--- config.mk ---
export PLATFORM = sky130hd
export DESIGN_NAME = ysyx_22041071_wb_buf
export DESIGN_NICKNAME = d
export VERILOG_FILES = /design/src/rtl/ysyx_22041071_wb_buf.sv
export SDC_FILE = /design/constraint.sdc
export NUM_CORES = 1
export LEC_CHECK = 0
export ABC_AREA = 1
export ABC_CLOCK_PERIOD_IN_PS = 13600
export CAP_MARGIN = 15
export CORE_MARGIN = 4
export CORE_UTILIZATION = 43
export DETAILED_ROUTE_END_ITERATION = 12
export PLACE_DENSITY = 0.76
export SETUP_SLACK_MARGIN = 0.4
export SLEW_MARGIN = 40
export SYNTH_ARGS = -nofsm -noshare
export SYNTH_HDL_FRONTEND = slang
export SYNTH_SLANG_ARGS = --single-unit
export TNS_END_PERCENT = 20
--- constraint.sdc ---
create_clock -name clk -period 13.6 [get_ports clk]
set_input_delay 2.72 -clock clk [delete_from_list [all_inputs] [get_ports clk]]
set_output_delay 2.72 -clock clk [all_outputs]
set_load 0.02 [all_outputs]
--- src/rtl/ysyx_22041071_wb_buf.sv ---
// Write-back buffer: DEPTH-entry FIFO between MEM and regfile/commit.
// Optional retire counter enabled by YSYX_22041071_WB_RETIRE_CNT_EN.
module ysyx_22041071_wb_buf #(
  parameter int ADDR_W = 64,
  parameter int INS_W  = 32,
  parameter int DATA_W = 64,
  parameter int REG_AW = 5,
  parameter int DEPTH  = 2
) (
  input  logic              clk,
  input  logic              reset,
  input  logic              flush,
  input  logic              valid_in,
  output logic              ready_in,
  input  logic [ADDR_W-1:0] pc_in,
  input  logic [INS_W-1:0]  ins_in,
  input  logic              wen_in,
  input  logic [REG_AW-1:0] rd_in,
  input  logic [DATA_W-1:0] data_in,
  output logic              valid_out,
  input  logic              ready_out,
  output logic [ADDR_W-1:0] pc_out,
  output logic [INS_W-1:0]  ins_out,
  output logic              rf_wen,
  output logic [REG_AW-1:0] rf_waddr,
  output logic [DATA_W-1:0] rf_wdata,
  output logic              fwd_valid,
  output logic [REG_AW-1:0] fwd_rd,
  output logic [DATA_W-1:0] fwd_data
`ifdef YSYX_22041071_WB_RETIRE_CNT_EN
  ,
  output logic [63:0]       retire_cnt
`endif
);

  localparam int PW = $clog2(DEPTH);
  localparam logic [PW:0] PONE = 1;
  localparam logic [PW-1:0] IONE = 1;

  logic [ADDR_W-1:0] pc_q   [DEPTH];
  logic [INS_W-1:0]  ins_q  [DEPTH];
  logic              wen_q  [DEPTH];
  logic [REG_AW-1:0] rd_q   [DEPTH];
  logic [DATA_W-1:0] data_q [DEPTH];

  logic [PW:0]   wptr, rptr;
  logic [PW-1:0] hidx, nidx;
  logic          empty, full, push, pop;

  assign hidx  = rptr[PW-1:0];
  assign nidx  = wptr[PW-1:0] - IONE;
  assign empty = (wptr == rptr);
  assign full  = (wptr[PW] != rptr[PW]) &&
                 (wptr[PW-1:0] == rptr[PW-1:0]);

  assign ready_in  = !full;
  assign valid_out = !empty && !flush;
  assign push      = valid_in && ready_in && !flush;
  assign pop       = valid_out && ready_out;

  always_comb begin
    pc_out    = '0;
    ins_out   = '0;
    rf_waddr  = '0;
    rf_wdata  = '0;
    rf_wen    = 1'b0;
    fwd_valid = 1'b0;
    fwd_rd    = '0;
    fwd_data  = '0;
    if (!empty) begin
      pc_out    = pc_q[hidx];
      ins_out   = ins_q[hidx];
      rf_waddr  = rd_q[hidx];
      rf_wdata  = data_q[hidx];
      rf_wen    = pop && wen_q[hidx] && (rd_q[hidx] != '0);
      fwd_rd    = rd_q[nidx];
      fwd_data  = data_q[nidx];
      fwd_valid = !flush && wen_q[nidx] && (rd_q[nidx] != '0);
    end
  end

  always_ff @(posedge clk or negedge reset) begin
    if (!reset) begin
      wptr <= '0;
      rptr <= '0;
    end else if (flush) begin
      wptr <= '0;
      rptr <= '0;
    end else begin
      if (push) wptr <= wptr + PONE;
      if (pop)  rptr <= rptr + PONE;
    end
  end

  // Payload needs no reset: it is only observed while non-empty.
  always_ff @(posedge clk) begin
    if (push) begin
      pc_q[wptr[PW-1:0]]   <= pc_in;
      ins_q[wptr[PW-1:0]]  <= ins_in;
      wen_q[wptr[PW-1:0]]  <= wen_in;
      rd_q[wptr[PW-1:0]]   <= rd_in;
      data_q[wptr[PW-1:0]] <= data_in;
    end
  end

`ifdef YSYX_22041071_WB_RETIRE_CNT_EN
  always_ff @(posedge clk or negedge reset) begin
    if (!reset)   retire_cnt <= '0;
    else if (pop) retire_cnt <= retire_cnt + 64'd1;
  end
`endif

endmodule

==> summary.md <==
The path with the worst hold slack has its endpoint at wptr[1]$_DFFE_PN0P_. The internal power of the cells was 2.23 mW; the number of hold buffers added after cts was 0. The post-synthesis cell type count was 22.

The run gives 4.41 ns as the data arrival time of the critical path. The number of nets with antenna violations after detailed routing was 0; the maximum cell stage delay along the critical path was 0.63 ns. The run gives 0.654 ns as the final hold slack. In the routed design, unresolved DRC markers number 0. The tools report the minimum setup slack among reg-to-reg paths as 10.62 ns. The share of total power dissipated in the clock network is 26.7%. From synthesis to final layout, the design area changed by 37.9%.

The run gives 10500 as the number of global-route vias before repair. Setup violations remaining at the end of the flow were counted as 0. The register bit count reported by yosys was 336. The number of max-slew violations in the final report came out at 0.

The count of buffers added on input and output ports is 408. For the worst setup path, the data required time is 10.88 ns. Once detailed placement completed, the half-perimeter wirelength came to 24.9 mm. TritonCTS created 36 clock buffers.

Counting every instance in the synthesized netlist gives 1177. The standard cell area after detailed placement came out at 0.0186 mm2. After detailed routing, the number of vias per cell comes to 5.14. Setup repair after global routing left no endpoint under its margin.

At the placement stage, the worst setup path has a slack of 6.48 ns. The number of filler instances in the final layout was 2575. The cell leakage power was 6.77 nW. The clock period could shrink to 7.13 ns. In this run the critical register-to-register path is launched from wptr[0]$_DFFE_PN0P_. Clock latency on the worst-skew pair, taken at its later pin, is 0.51 ns.

The worst setup path is captured at an output port. The run gives 39.4 mm as the final wirelength. The area of the core region is 0.0327 mm2, and the initial standard-cell utilization of the core is 43.8%.

Total negative slack for setup checks: 0 ns. The final period utilization works out to 52.5%. Combinational group share of total power: 37.2%. Synthesized cell area: 0.0143 mm2. The die covers 0.0363 mm2.

On the critical path, the stage with the largest delay is an instance of sky130_fd_sc_hd__clkdlybuf4s50_1. The worst register-to-register path ends at pc_q[0][62]$_DFFE_PP_. The detailed router finished its first iteration with 691 violations.

Summed over all instances, the cell type with the most area after synthesis is sky130_fd_sc_hd__edfxtp_1. The clock passes through at most 3 buffers. The floorplan has 66 rows. The logs give 140 MHz for the maximum clock frequency and 20.6% for the total routing usage reported by global routing. Along the worst path, the maximum fanout reaches 11. The signal on the critical path passes through clkdlybuf4s50_1 > inv_1 > nand3_1 > nor2_1 > clkdlybuf4s50_1. The first global-routing pass estimated 58.7 mm of wire. The die is 190 um wide. The tools report the number of antenna violations at the first check in global routing as 4. At the end of routability-driven placement, the weighted congestion stood at 0.812. Sequential cells account for 36.2% of the total power.

In this design, the critical path's most frequently occurring cell is sky130_fd_sc_hd__clkdlybuf4s50_1. Measured against its own limit, the worst slew margin works out to 43.5%. The tools report the post-layout instance count excluding filler cells as 2023. Across all setup checks in the final design, the least slack found is 6.47 ns.

The fraction of final layout cells sized beyond drive strength 1 came out at 13.2%. The total power divided by cell area is 173 mW/mm2, and the number of placed cells counting well taps is 1958. The tools report the net count of the mapped netlist as 1348. After routing the design area is 0.0197 mm2.

The type of the setup path with the least slack is input port to output port. Switching portion of total power: 34.7%. The tools report the number of resized instances in the post-cts repair step as 0.

Ranked by total cell area, the synthesized netlist is headed by sky130_fd_sc_hd__edfxtp_1, sky130_fd_sc_hd__nand2_1, sky130_fd_sc_hd__a21oi_2. The clock drives 336 sinks. In the final design database the tool counted 1725 nets.

The run gives 0 as the yosys synthesis warning count. The largest net degree at the start of global routing was 149; the number of endpoints with negative hold slack in the final report was 0. The post-synthesis sequential area ratio is 70.4%, and the maximum ir drop on the vdd rail is 0.000133 V. Measured along the y axis, the die boundary spans 190 um.

TritonCTS built the clock tree. Along the worst hold path, the cell count comes to 2. The cell count along the critical path was 5; the post-CTS setup buffer count was 0. The transition at the pin with the smallest max-transition slack came out at 0.848 ns. For this block, the via count after detailed routing is 10400. For this run, the detailed router's first-pass iteration total came to 4.

After detailed routing, the average wire length per cell comes to 19.5 um. In this run the biggest area consumer among cell types represents 69.7% of the synthesized area. The run finished with clean final reports. The tool flagged a number of max-cap violations equal to 0. The synthesized area per cell works out to 12.2 um2. The clock tree skew after final layout is 0.0229 ns.

Buffer and inverter count on the worst path: 3. Broken down by cell family, the worst path's largest delay share belongs to buffers and inverters. The tightest min-delay check is of the flop to flop type. The worst setup path is launched from an input port. Counting cells, the worst reg-to-reg path comes to 6. For the overflow left after global routing, the log shows 0.

The tools report the number of levels in the clock H-tree as 2. Clock tree synthesis selected as its root buffer the cell sky130_fd_sc_hd__clkbuf_16. The number of top-level pins was 409; the clock input transition at the sequential cells of the worst setup and hold paths was 0.05 ns. The net load switching power was 1.18 mW.

The startpoint of the most critical hold path was wptr[1]$_DFFE_PN0P_.
cell type report:
| class | count | area (um2) | share of cell area (%) |
|---|---|---|---|
| Sequential cell | 336 | 10100 | 51.1 |
| Antenna cell | 2 | 5.00 | 0.0254 |
| Timing Repair Buffer | 418 | 4240 | 21.5 |
| Inverter | 15 | 87.6 | 0.444 |
| Clock buffer | 44 | 931 | 4.72 |
| Clock inverter | 19 | 155 | 0.786 |
| Tap cell | 442 | 553 | 2.80 |
| Multi-Input combinational cell | 747 | 3690 | 18.7 |
power by group through the flow:
stage,combinational [mW],clock [mW],sequential (mW)
after global placement,1.26,0,1.25
final,1.27,0.910,1.23
after floorplan,0.741,0,1.26
after CTS,1.28,0.931,1.23
after global routing,1.35,0.980,1.24
after detailed placement,1.27,0,1.26
worst register-to-register path: cells and delay by family, from the launching register on:
kind,cells,cell delay [ns]
buffers and inverters,4,1.47
flip-flops,1,0.60
AND/OR/NAND/NOR,2,0.41
worst max-delay path by stage:
| stage | startpoint | slack (ns) | end |
|---|---|---|---|
| floorplan | flush | 2.86 | data_q[0][0]$_DFFE_PP_ |
| global placement | flush | 6.55 | rf_wen |
| detailed placement | flush | 6.48 | fwd_valid |
| CTS | flush | 6.47 | fwd_valid |
| global route | flush | 6.39 | fwd_valid |
| finish | flush | 6.47 | fwd_valid |
synthesized netlist by cell type, drive strengths merged:
master and n:
nand2 480, edfxtp 332, a21oi 224, clkbuf 45, buf 34, nor2 16, inv 15, o21ai 13
nand3 7, dfrtp 4, nand4 4, xor2 2, nor3 1
sequential cells by signal, summed over array words and instances (netlist names):
| name | flops |
|---|---|
| data_q | 128 |
| pc_q | 128 |
| ins_q | 64 |
| rd_q | 10 |
| rptr | 2 |
| wen_q | 2 |
| wptr | 2 |
cells by family (layout without fill, tap and decap cells):
logic type	after synthesis	count (layout)	share of synthesized area [%]
and+or+nand+nor	508	508	13.6
DFF	336	336	70.4
AOI/OAI and AO/OA	237	237	12.0
buffers and inverters	94	496	4.00
xor gates and xnor gates	2	2	0.122
other	0	2	0
per-stage QoR:
step	utilization [%]	power, mW
after global placement	56.7	2.51
after detailed placement	57.0	2.53
after global routing	60.3	3.57
after CTS	60.3	3.45
after floorplan	-	2.00
final	60.3	3.41
layer usage:
layer  routed length, um  up-vias  track usage, %  part of all wire [%]
met3                3990       82            6.88                    10
met4                1320        4            7.24                   3.4
met5                  26        -               0                 0.066
met1               14600     5019            24.4                    37
li1                    -     4830               -                     -
met2               19500      454            35.2                    49
cell usage in the layout, fill, tap and decap left out, drive strengths merged:
cell type and count:
clkinvlp 1, xor2 2, bufinv 2, inv 15, nand2 480, nor2 16
nor3 1, clkdlybuf4s50 408, nand3 7, diode 2, clkbuf 44, buf 10
a21oi 224, nand4 4, dfrtp 4, edfxtp 332, o21ai 13, clkinv 16
Power figures use the tool's default switching activity.
